File: config.mk
export PLATFORM = sky130hd
export DESIGN_NAME = rs232_fifo_client_flat
export DESIGN_NICKNAME = d
export VERILOG_FILES = /design/src/rtl/rs232_fifo_client_if.sv /design/src/rtl/rs232_fifo_client.sv /design/src/flat_wrapper.sv
export SDC_FILE = /design/constraint.sdc
export NUM_CORES = 1
export LEC_CHECK = 0
export ABC_AREA = 0
export CAP_MARGIN = 20
export CORE_ASPECT_RATIO = 1.4
export CORE_MARGIN = 10
export CORE_UTILIZATION = 35
export DETAILED_ROUTE_END_ITERATION = 8
export DONT_BUFFER_PORTS = 1
export SLEW_MARGIN = 10
export SYNTH_ARGS = -nofsm -noshare
export SYNTH_HDL_FRONTEND = slang
export SYNTH_SLANG_ARGS = --single-unit
File: constraint.sdc
create_clock -name clock -period 4.9 [get_ports clock]
set_clock_uncertainty 0.05 [all_clocks]
set_input_delay 1.47 -clock clock [delete_from_list [all_inputs] [get_ports clock]]
set_output_delay 1.47 -clock clock [all_outputs]
set_load 0.05 [all_outputs]
File: src/rtl/rs232_fifo_client_if.sv
// rs232_fifo_client_if: UART character handshake plus CPU-side RX/TX FIFO ports
// master: the FIFO client (drives readRX/writeTX/TXchar and the FIFO status outputs)
// slave:  the UART plus CPU side (drives RXchar/charReady/TXempty, rxPop, txData/txPush)
interface rs232_fifo_client_if #(
    parameter int RXLOG = 4,
    parameter int TXLOG = 4
);
    logic             readRX;
    logic [7:0]       RXchar;
    logic             charReady;
    logic             writeTX;
    logic [7:0]       TXchar;
    logic             TXempty;
    logic [7:0]       rxData;
    logic             rxValid;
    logic             rxPop;
    logic [RXLOG:0]   rxCount;
    logic [7:0]       txData;
    logic             txPush;
    logic             txFull;
    logic [TXLOG:0]   txCount;
    logic             rxBlocked;
    modport master (
        output readRX, writeTX, TXchar, rxData, rxValid, rxCount, txFull, txCount, rxBlocked,
        input  RXchar, charReady, TXempty, rxPop, txData, txPush
    );
    modport slave (
        input  readRX, writeTX, TXchar, rxData, rxValid, rxCount, txFull, txCount, rxBlocked,
        output RXchar, charReady, TXempty, rxPop, txData, txPush
    );
endinterface

File: src/rtl/rs232_fifo_client.sv
// rs232_fifo_client: drains UART RX characters into a FIFO and feeds a TX FIFO to the UART
// clock/reset: single clock, synchronous active-high reset
// bus (master): UART handshake (readRX/RXchar/charReady, writeTX/TXchar/TXempty)
//               and FWFT FIFO ports (rxData/rxValid/rxPop/rxCount, txData/txPush/txFull/txCount, rxBlocked)
module rs232_fifo_client #(
    parameter int RXLOG = 4,
    parameter int TXLOG = 4
) (
    input logic clock,
    input logic reset,
    rs232_fifo_client_if.master bus
);
    localparam logic [RXLOG:0] RX_DEPTH = (RXLOG+1)'(2**RXLOG);
    localparam logic [TXLOG:0] TX_DEPTH = (TXLOG+1)'(2**TXLOG);
    typedef enum logic {RX_IDLE, RX_SETTLE} rx_state_t;
    typedef enum logic [1:0] {TX_IDLE, TX_ISSUE, TX_BUSY} tx_state_t;
    logic [7:0]       r_rx_mem [2**RXLOG];
    logic [RXLOG-1:0] r_rx_wp, r_rx_rp;
    logic [RXLOG:0]   r_rx_cnt;
    rx_state_t        r_rx_state;
    logic             r_rx_blocked;
    logic [7:0]       r_tx_mem [2**TXLOG];
    logic [TXLOG-1:0] r_tx_wp, r_tx_rp;
    logic [TXLOG:0]   r_tx_cnt;
    tx_state_t        r_tx_state;
    logic             r_write_tx;
    logic [7:0]       r_tx_char;
    logic             r_tx_wait;
    logic w_rx_full, w_rx_push, w_rx_pop, w_tx_full, w_tx_push, w_tx_pop;
    // Fullness comes from the occupancy register, so a same-cycle pop never frees room early.
    assign w_rx_full = r_rx_cnt == RX_DEPTH;
    assign w_rx_push = r_rx_state == RX_IDLE && bus.charReady && !w_rx_full;
    assign w_rx_pop  = bus.rxPop && r_rx_cnt != '0;
    assign w_tx_full = r_tx_cnt == TX_DEPTH;
    assign w_tx_push = bus.txPush && !w_tx_full;
    assign w_tx_pop  = r_tx_state == TX_ISSUE;
    always_ff @(posedge clock) if (w_rx_push) r_rx_mem[r_rx_wp] <= bus.RXchar;
    always_ff @(posedge clock) if (w_tx_push) r_tx_mem[r_tx_wp] <= bus.txData;
    // readRX is the push strobe itself; SETTLE skips the cycle in which charReady is still stale.
    always_ff @(posedge clock) begin
        if (reset) begin
            r_rx_state   <= RX_IDLE;
            r_rx_wp      <= '0;
            r_rx_rp      <= '0;
            r_rx_cnt     <= '0;
            r_rx_blocked <= 1'b0;
        end else begin
            r_rx_state <= w_rx_push ? RX_SETTLE : RX_IDLE;
            r_rx_wp    <= r_rx_wp + (RXLOG)'(w_rx_push);
            r_rx_rp    <= r_rx_rp + (RXLOG)'(w_rx_pop);
            r_rx_cnt   <= r_rx_cnt + (RXLOG+1)'(w_rx_push) - (RXLOG+1)'(w_rx_pop);
            if (r_rx_state == RX_IDLE && bus.charReady && w_rx_full) r_rx_blocked <= 1'b1;
        end
    end
    // BUSY ignores TXempty for its first cycle, while the UART is still loading its counter.
    always_ff @(posedge clock) begin
        if (reset) begin
            r_tx_state <= TX_IDLE;
            r_tx_wp    <= '0;
            r_tx_rp    <= '0;
            r_tx_cnt   <= '0;
            r_write_tx <= 1'b0;
            r_tx_char  <= '0;
            r_tx_wait  <= 1'b0;
        end else begin
            r_tx_wp  <= r_tx_wp + (TXLOG)'(w_tx_push);
            r_tx_rp  <= r_tx_rp + (TXLOG)'(w_tx_pop);
            r_tx_cnt <= r_tx_cnt + (TXLOG+1)'(w_tx_push) - (TXLOG+1)'(w_tx_pop);
            case (r_tx_state)
                TX_IDLE: if (r_tx_cnt != '0 && bus.TXempty) begin
                    r_tx_state <= TX_ISSUE;
                    r_write_tx <= 1'b1;
                    r_tx_char  <= r_tx_mem[r_tx_rp];
                end
                TX_ISSUE: begin
                    r_tx_state <= TX_BUSY;
                    r_write_tx <= 1'b0;
                    r_tx_wait  <= 1'b1;
                end
                TX_BUSY: begin
                    r_tx_wait <= 1'b0;
                    if (!r_tx_wait && bus.TXempty) r_tx_state <= TX_IDLE;
                end
                default: r_tx_state <= TX_IDLE;
            endcase
        end
    end
    assign bus.readRX    = w_rx_push;
    assign bus.writeTX   = r_write_tx;
    assign bus.TXchar    = r_tx_char;
    assign bus.rxData    = r_rx_mem[r_rx_rp];
    assign bus.rxValid   = r_rx_cnt != '0;
    assign bus.rxCount   = r_rx_cnt;
    assign bus.txFull    = w_tx_full;
    assign bus.txCount   = r_tx_cnt;
    assign bus.rxBlocked = r_rx_blocked;
endmodule

File: src/flat_wrapper.sv
// flat-port wrapper written by rule: the top's interface ports become plain ports
module rs232_fifo_client_flat 
#(
    parameter int RXLOG = 4,
    parameter int TXLOG = 4
)
  (clock, reset, bus_readRX, bus_writeTX, bus_TXchar, bus_rxData, bus_rxValid, bus_rxCount, bus_txFull, bus_txCount, bus_rxBlocked, bus_RXchar, bus_charReady, bus_TXempty, bus_rxPop, bus_txData, bus_txPush);
  rs232_fifo_client_if #(.RXLOG(RXLOG), .TXLOG(TXLOG)) bus_i ();
  input logic clock;
  input logic reset;
  output wire logic [$bits(bus_i.readRX)-1:0] bus_readRX;
  output wire logic [$bits(bus_i.writeTX)-1:0] bus_writeTX;
  output wire logic [$bits(bus_i.TXchar)-1:0] bus_TXchar;
  output wire logic [$bits(bus_i.rxData)-1:0] bus_rxData;
  output wire logic [$bits(bus_i.rxValid)-1:0] bus_rxValid;
  output wire logic [$bits(bus_i.rxCount)-1:0] bus_rxCount;
  output wire logic [$bits(bus_i.txFull)-1:0] bus_txFull;
  output wire logic [$bits(bus_i.txCount)-1:0] bus_txCount;
  output wire logic [$bits(bus_i.rxBlocked)-1:0] bus_rxBlocked;
  input wire logic [$bits(bus_i.RXchar)-1:0] bus_RXchar;
  input wire logic [$bits(bus_i.charReady)-1:0] bus_charReady;
  input wire logic [$bits(bus_i.TXempty)-1:0] bus_TXempty;
  input wire logic [$bits(bus_i.rxPop)-1:0] bus_rxPop;
  input wire logic [$bits(bus_i.txData)-1:0] bus_txData;
  input wire logic [$bits(bus_i.txPush)-1:0] bus_txPush;
  assign bus_readRX = bus_i.readRX;
  assign bus_writeTX = bus_i.writeTX;
  assign bus_TXchar = bus_i.TXchar;
  assign bus_rxData = bus_i.rxData;
  assign bus_rxValid = bus_i.rxValid;
  assign bus_rxCount = bus_i.rxCount;
  assign bus_txFull = bus_i.txFull;
  assign bus_txCount = bus_i.txCount;
  assign bus_rxBlocked = bus_i.rxBlocked;
  assign bus_i.RXchar = bus_RXchar;
  assign bus_i.charReady = bus_charReady;
  assign bus_i.TXempty = bus_TXempty;
  assign bus_i.rxPop = bus_rxPop;
  assign bus_i.txData = bus_txData;
  assign bus_i.txPush = bus_txPush;
  rs232_fifo_client #(.RXLOG(RXLOG), .TXLOG(TXLOG)) u_core (.clock(clock), .reset(reset), .bus(bus_i));
endmodule
-- Word-level counts from Yosys, hierarchy flattened
Memory sizes are Yosys's and may differ from the RTL's. A register that Yosys moved wholly into a read port is not among the register bits.
Cells that the tools add are included.
- add/subtract/negate cells: 8
- reductions and logical operators: 18
- mux-type cells: 11
- bitwise logic cells: 1
- eq/ne operators: 6
- operators with widths (kind ; number):
    4-bit by 1-bit adder with 4-bit output ; 4
    5-bit by 1-bit adder with 5-bit output ; 2
    5-bit == test, second input constant ; 2
    5-bit nonzero test ; 2
    5-bit by 1-bit subtractor with 5-bit output ; 2
    1-bit logical AND ; 7
    2-bit case mux with 3 select lines ; 1
    2-bit AND reduction ; 3
    1-bit two-way mux ; 5
    2-bit two-way mux ; 2
    4-bit two-way mux ; 1
    2-bit by 1-bit inequality test with 1-bit output, second input constant ; 2
    1-bit case mux with 2 select lines ; 2
    2-bit nonzero test ; 2
    1-bit logical NOT ; 3
    2-bit by 1-bit == test with 1-bit output, second input constant ; 1
    2-bit == test, second input constant ; 1
    2-bit logical NOT ; 1
    1-bit inverter ; 1
- output and inout bits: 31
- bits in writable memories: 256
- flip-flop bits (word level): 32
- memories kept: 2
- logic and storage cells: 57
- bits of input ports: 22
- memory list (memory ; words ; bits a word ; rd ports ; clocked after memory_dff ; write ports ; RTL line ; source):
    u_core.r_rx_mem ; 16 ; 8 ; 1 ; 1 ; 1 ; rs232_fifo_client.sv:17 ; logic [7:0] r_rx_mem [2**RXLOG];
    u_core.r_tx_mem ; 16 ; 8 ; 1 ; 1 ; 1 ; rs232_fifo_client.sv:22 ; logic [7:0] r_tx_mem [2**TXLOG];

-- Depth between registers and ports, before layout
- depth in word-level cells: 5
- mapped depth: 12
- gate-level depth less buffers: 12

-- Worst setup path before layout
OpenSTA, ideal clock, no wires.
- kind: reg2out
- from: reg u_core.r_tx_cnt[4], in the netlist u_core.bus.txCount[4]
- to: out bus_txFull
- slack: 1.043 ns
- cell stages (with the launch flop): 2
- buffers on the path: 0
- data arrival time: 2.337 ns
- path through: dfxtp_1 -> nor4bb_1
- longest elaborated chain between the ends: 1
- ends and longest elaborated chain (element ; RTL line ; source):
    start, declared ; rs232_fifo_client.sv:24 ; logic [TXLOG:0] r_tx_cnt;
    start signal, assigned ; rs232_fifo_client.sv:68 ; r_tx_cnt <= r_tx_cnt + (TXLOG+1)'(w_tx_push) - (TXLOG+1)'(w_tx_pop);
    5-bit == test ; rs232_fifo_client.sv:34 ; assign w_tx_full = r_tx_cnt == TX_DEPTH;
    end, declared ; flat_wrapper.sv:17 ; output wire logic [$bits(bus_i.txFull)-1:0] bus_txFull;
Every way passes these cells.

==> impl_metrics.json <==
{
  "route.met3.wl_um": 1440,
  "yosysUniqueCellTypes": 38,
  "core_area_um2": 33300,
  "min_path_cells": 2,
  "synth-edff-count": 256,
  "num_rows": 79,
  "fmax_ghz": 0.246,
  "wl_um": 23800,
  "synth_area_leaders": "edfxtp_1, mux4_2, dfxtp_1, mux4_1, ha_1",
  "wl_met2_um": 13500,
  "vias_per_cell": 5.02,
  "worst_slack_ns": 0.842,
  "min_path_type": "flop to flop",
  "clk-insertion-delay-late_ns": 0.56,
  "area_delta_synth_final_pct": 13.4,
  "pin_count": 53,
  "die_h_um": 237,
  "cts-root-buf": "clkbuf_16",
  "place.detailed.hpwl_um": 15800,
  "synth-main-ff-cell": "edfxtp_1",
  "num_vias": 5494,
  "critPathKind": "flop to output pin",
  "cts_resized": 0,
  "io_buffers": 0,
  "crit_path_top_delay_cell": "mux4_2",
  "layout_min_cycle_time_ns": 4.06,
  "slew_viol_final": 0,
  "finalHoldViolCount": 0,
  "yosysTopAreaCell": "edfxtp_1",
  "first_pass_iters": 5,
  "cts_tree": "done",
  "cp-end-kind": "output pin",
  "gp_congestion": 0.743,
  "antennaDiodeCount": 0,
  "grt_max_degree": 45,
  "cts_sinks": 296,
  "grt_pass1_vias": 5871,
  "hold_ws_ns": 0.443,
  "cp_max_fo": 16,
  "rsz0062_at_grt": "no",
  "startpoint_type": "flop",
  "maxSlewHeadroom": 0.282,
  "syn-instance-count": 604,
  "regArea_um2": 8490,
  "drt_iter0_markers": 328,
  "gr-usage-all-layers": 0.115,
  "worst_ep_arrival_time_ns": 2.54,
  "yosysSeqAreaShare": 0.718,
  "drive_gt1_frac": 0.185,
  "cp_data_required_time_ns": 3.38,
  "powerDensity_nw_per_um2": 508,
  "fin_tns_setup_ns": 0,
  "async_reset_ff_frac": 0,
  "status": "finished, final reports clean",
  "place_inst": 1041,
  "cpPeakStageDelay_ns": 0.67,
  "cts_buffers": 29,
  "htreeDepth": 1,
  "antenna_found_initial": 0,
  "hold_buffers": 0,
  "yosys_register_bits": 296,
  "vdd_drop_max_mv": 0.299,
  "grt_pass1_wl_um": 36500,
  "yosysWarnings": 0,
  "worst_slew_pin_slew_ns": 1.07,
  "syn_area_per_cell_um2": 19.6,
  "syn_area_um2": 11800,
  "ant_nets": 0,
  "leakagePower_nw": 4.30,
  "die_w_um": 175,
  "maxCapViolations": 0,
  "clockBufferDepth": 3,
  "reg2regPathDepth": 12,
  "num-nets-final": 675,
  "post-cts-setup-buffers": 0,
  "final-setup-viol-count": 0,
  "route.detailed.drc": 0,
  "die-area_um2": 41600,
  "synth.top_cell.area_share": 0.650,
  "fill_cells": 2978,
  "instances_no_fill": 1095,
  "crit_chain": "buf_4, mux4_1, mux4_2",
  "multi_input_area_um2": 3120,
  "place_ws_ns": 1.15,
  "met1_length_um": 8420,
  "path_clk_slew_ns": 0.06,
  "top_layer_used": "met4",
  "start_util": 0.355,
  "syn-num-nets": 652,
  "overflow": 0,
  "period_share": 0.828,
  "detail_route.wl_per_cell_um": 21.7
}
==> worst max-delay path, delay by kind of cell (launching register included) <==
kind / cells / cell delay (ns)
mux: 2 / 1.29
flops: 1 / 0.37
buf+inv: 1 / 0.29
==> placed cells by master, fill, tap and decap left out, types with 18 or more instances in the layout <==
| cell | synthesis | layout |
|---|---|---|
| mux2i_1 | 18 | 18 |
| ha_1 | 24 | 24 |
| mux4_1 | 28 | 28 |
| dfxtp_1 | 40 | 38 |
| buf_4 | 1 | 22 |
| inv_1 | 18 | 18 |
| mux4_2 | 44 | 44 |
| clkbuf_16 | 0 | 29 |
| edfxtp_1 | 256 | 256 |
| nor2_1 | 40 | 40 |
==> final cells by class <==
class | instances | share of cell area
Sequential cell | 296 | 0.633
Clock buffer | 30 | 0.0544
Multi-Input combinational cell | 259 | 0.232
Timing Repair Buffer | 23 | 0.0144
Tap cell | 445 | 0.0415
Clock inverter | 24 | 0.0189
Inverter | 18 | 0.00504
==> metal layers <==
metal,global-route usage,vias to the layer above
met3,0.0274,32
met1,0.123,2853
li1,-,2475
met2,0.218,134
met5,0,-
met4,0.0322,0
==> metrics by stage <==
stage	power [mW]	utilization	instance area (um^2)
6_report	6.81	0.402	13400
3_3_place_gp	4.58	0.372	12400
5_1_grt	7.11	0.402	13400
3_5_place_dp	4.64	0.373	12400
4_1_cts	6.90	0.402	13400
2_1_floorplan	4.34	-	11800
==> power breakdown <==
| group | switching [mW] | internal, mW | leakage [nW] |
|---|---|---|---|
| sequential | 0.346 | 2.89 | 2.64 |
| clock | 0.949 | 1.31 | 0.483 |
| combinational | 0.687 | 0.627 | 1.18 |
==> kinds of logic after synthesis <==
logic type | count (synthesis) | synth area share
and+or+nand+nor | 107 | 0.0489
muxes | 90 | 0.161
buffers and inverters | 49 | 0.0197
DFF | 296 | 0.718
xor gates and xnor gates | 13 | 0.00963
AOI/OAI and AO/OA | 23 | 0.0137
adders and majority gates | 26 | 0.0288
==> Yosys cell counts (8+ instances only) <==
master,count
ha_1,24
nand3b_1,13
nor3_1,9
o221ai_1,8
mux2i_1,18
nand2b_1,9
nand3_1,8
buf_2,9
dfxtp_1,40
nor2_1,40
nor2b_1,14
mux4_1,28
inv_1,18
edfxtp_1,256
clkbuf_1,15
mux4_2,44
==> sequential cells by signal, indices dropped and copies added (netlist names) <==
signal	flops
u_core.r_rx_wp	4
u_core.r_tx_rp	4
u_core.r_rx_state	1
u_core.r_tx_wp	4
u_core.r_tx_wait	1
u_core.bus.TXchar	8
u_core.r_tx_state	2
u_core.bus.rxBlocked	1
u_core.r_rx_rp	4
u_core.bus.rxCount	5
u_core.r_tx_mem	128
u_core.bus.txCount	5
u_core.r_rx_mem	128
u_core.bus.writeTX	1
==> worst paths after layout <==
path,start,slack (ns),endpoint
worst max-delay path,u_core.r_rx_rp[0]$_SDFF_PP0_,0.84,bus_rxData[2]
worst min-delay path,u_core.r_tx_wait$_SDFFE_PP0P_,0.44,u_core.r_tx_wait$_SDFFE_PP0P_
worst max register to register,u_core.bus.rxCount[3]$_SDFF_PP0_,1.17,u_core.bus.rxCount[4]$_SDFF_PP0_
worst min register to register,u_core.r_tx_wait$_SDFFE_PP0P_,0.44,u_core.r_tx_wait$_SDFFE_PP0P_
Note: power is estimated with default switching activity, not from simulation.
==> RTL change: new RTL, same settings <==
Encoding of `tx_state_t`: now one-hot (3 bits for 3 states).
--- a/src/rtl/rs232_fifo_client.sv
+++ b/src/rtl/rs232_fifo_client.sv
@@ -13,7 +13,7 @@
     localparam logic [RXLOG:0] RX_DEPTH = (RXLOG+1)'(2**RXLOG);
     localparam logic [TXLOG:0] TX_DEPTH = (TXLOG+1)'(2**TXLOG);
     typedef enum logic {RX_IDLE, RX_SETTLE} rx_state_t;
-    typedef enum logic [1:0] {TX_IDLE, TX_ISSUE, TX_BUSY} tx_state_t;
+    typedef enum logic [2:0] {TX_IDLE = 3'b001, TX_ISSUE = 3'b010, TX_BUSY = 3'b100} tx_state_t;
     logic [7:0]       r_rx_mem [2**RXLOG];
     logic [RXLOG-1:0] r_rx_wp, r_rx_rp;
     logic [RXLOG:0]   r_rx_cnt;
Function: no difference found for any inputs over 4 cycles, from zero or initial values and one cycle with reset high; so few cycles prove little.
==> RTL change against the unedited design <==
Sequential cell count rose by 1. Die area fell by 0.36%. Largest power group unchanged. Final area fell by 0.78%. Core utilization fell by 0.20 points. Total power fell by 4.5%. Synthesized area fell by 0.40%. Critical path type unchanged. Via count fell by 2.2%. Setup slack got worse by 240 ps. Wire length fell by 5.7%.
==> RTL change: results <==
{
  "firstDrtPassIters": 4,
  "num_antenna_cells": 0,
  "placed_area_um2": 12300,
  "number_of_global_route_vias_before_repair": 5865,
  "ir_drop_mv": 0.319,
  "outcome": "complete, no violations",
  "crit_path_max_fanout": 27,
  "synthTopCellsByCount": "sky130_fd_sc_hd__edfxtp_1 (256), sky130_fd_sc_hd__mux4_2 (48), sky130_fd_sc_hd__dfxtp_1 (41), sky130_fd_sc_hd__nor2_1 (41), sky130_fd_sc_hd__mux4_1 (24)",
  "antenna_found_initial": 0,
  "cp.arrival_ps": 2770,
  "wl_per_cell_um": 20.8,
  "clk_latency_ps": 560,
  "cts_made_buffers": 30,
  "post_cts_sizing": 0,
  "buffer_ports.inserted": 0,
  "cts.clk_slew.worst_paths_ps": 60,
  "ys_top_cells_by_area": "sky130_fd_sc_hd__edfxtp_1 (65%), sky130_fd_sc_hd__mux4_2 (9.2%), sky130_fd_sc_hd__dfxtp_1 (7.0%)",
  "initial_drc_count": 341,
  "synth_sequential_area_ratio_pct": 72.3,
  "num-nets-final": 657,
  "asyncSetResetFlopFracSynth_pct": 0,
  "cts_post_setup_buffers_inserted": 0,
  "first_pass_grt_wire_length_um": 34700,
  "proportion_of_layout_cells_with_a_drive_suffix_above_1_pct": 18.1,
  "grtUsageTotal_pct": 10.7,
  "cts.root.buffer_cell": "sky130_fd_sc_hd__clkbuf_16",
  "synthDistinctLibCells": 39,
  "htree_levels": 1,
  "yosysTopAreaCell": "sky130_fd_sc_hd__edfxtp_1",
  "yosys_warnings": 0,
  "power.leakage_uw": 0.00420,
  "dp_hpwl_um": 15800,
  "hold_path.class": "reg -> reg",
  "pin_count_of_the_biggest_net_entering_global_routing": 44,
  "gp_congestion": 0.792,
  "dominantRegCellSynth": "sky130_fd_sc_hd__edfxtp_1",
  "postSynthNetCount": 642,
  "max_slew.worst_pin.slew_ps": 1070,
  "synth_edf_count": 256,
  "number_of_filler_cells_placed_in_the_layout": 2995,
  "cts_max_path_buffers": 3,
  "vias": 5372
}
-- RTL change: critical path, cell delays in order (launching register included) --
cell,delay (ps)
sky130_fd_sc_hd__dfxtp_2,450
sky130_fd_sc_hd__buf_4,450
sky130_fd_sc_hd__mux4_1,650
sky130_fd_sc_hd__mux4_2,650
-- RTL change: per-layer routing --
metal	vias up	wire length, µm	GRT usage, %
li1	2450	-	-
met3	35	1110	2.50
met5	-	0	0
met4	0	468	2.96
met2	107	13100	21.5
met1	2780	7750	10.4
-- RTL change: where the power goes --
group	switching, µW	internal (µW)	leakage, µW	total (µW)
clock network	935	1360	0.000497	2300
logic	566	449	0.00106	1020
registers	294	2890	0.00265	3180
total	1800	4700	0.00420	6500
-- RTL change: area by class of cell --
class	instances	area, µm²	share of cell area (%)
Clock inverter	16	184	1.38
Tap cell	445	557	4.19
Inverter	15	56.3	0.423
Timing Repair Buffer	13	105	0.790
Sequential cell	297	8510	64.0
Multi-Input combinational cell	256	3050	22.9
Clock buffer	40	838	6.30
-- RTL change: final timing paths --
check / endpoint / slack (ps) / from / cells past startpoint
worst max-delay path: bus_rxData[4] / 610 / u_core.r_rx_rp[0]$_SDFF_PP0_ / 3
worst min-delay path: u_core.r_tx_wait$_SDFFE_PP0P_ / 460 / u_core.r_tx_wait$_SDFFE_PP0P_ / 2
worst max register to register: u_core.bus.rxCount[4]$_SDFF_PP0_ / 1190 / u_core.bus.rxCount[2]$_SDFF_PP0_ / 12
worst min register to register: u_core.r_tx_wait$_SDFFE_PP0P_ / 460 / u_core.r_tx_wait$_SDFFE_PP0P_ / 2
-- RTL change: cells by family (layout without fill, tap and decap cells) --
group,count (synthesis),in the layout,share of synthesized area [%]
flip-flops,297,297,72.3
AND/OR/NAND/NOR,109,109,5.07
multiplexers,88,88,15.9
buffers and inverters,45,84,1.92
AO/OA/AOI/OAI,24,24,1.41
adder cells (fa/ha/maj),22,22,2.47
XOR/XNOR,13,13,0.967
-- RTL change: through the flow --
| step | setup WS (ps) | hold slack (ps) | instances |
|---|---|---|---|
| floorplan | 1040 | 413 | 598 |
| global placement | 1210 | 414 | 1025 |
| detailed placement | 1160 | 449 | 1025 |
| CTS | 564 | 458 | 1081 |
| global route | 501 | 490 | 1082 |
| finish | 605 | 459 | 1082 |
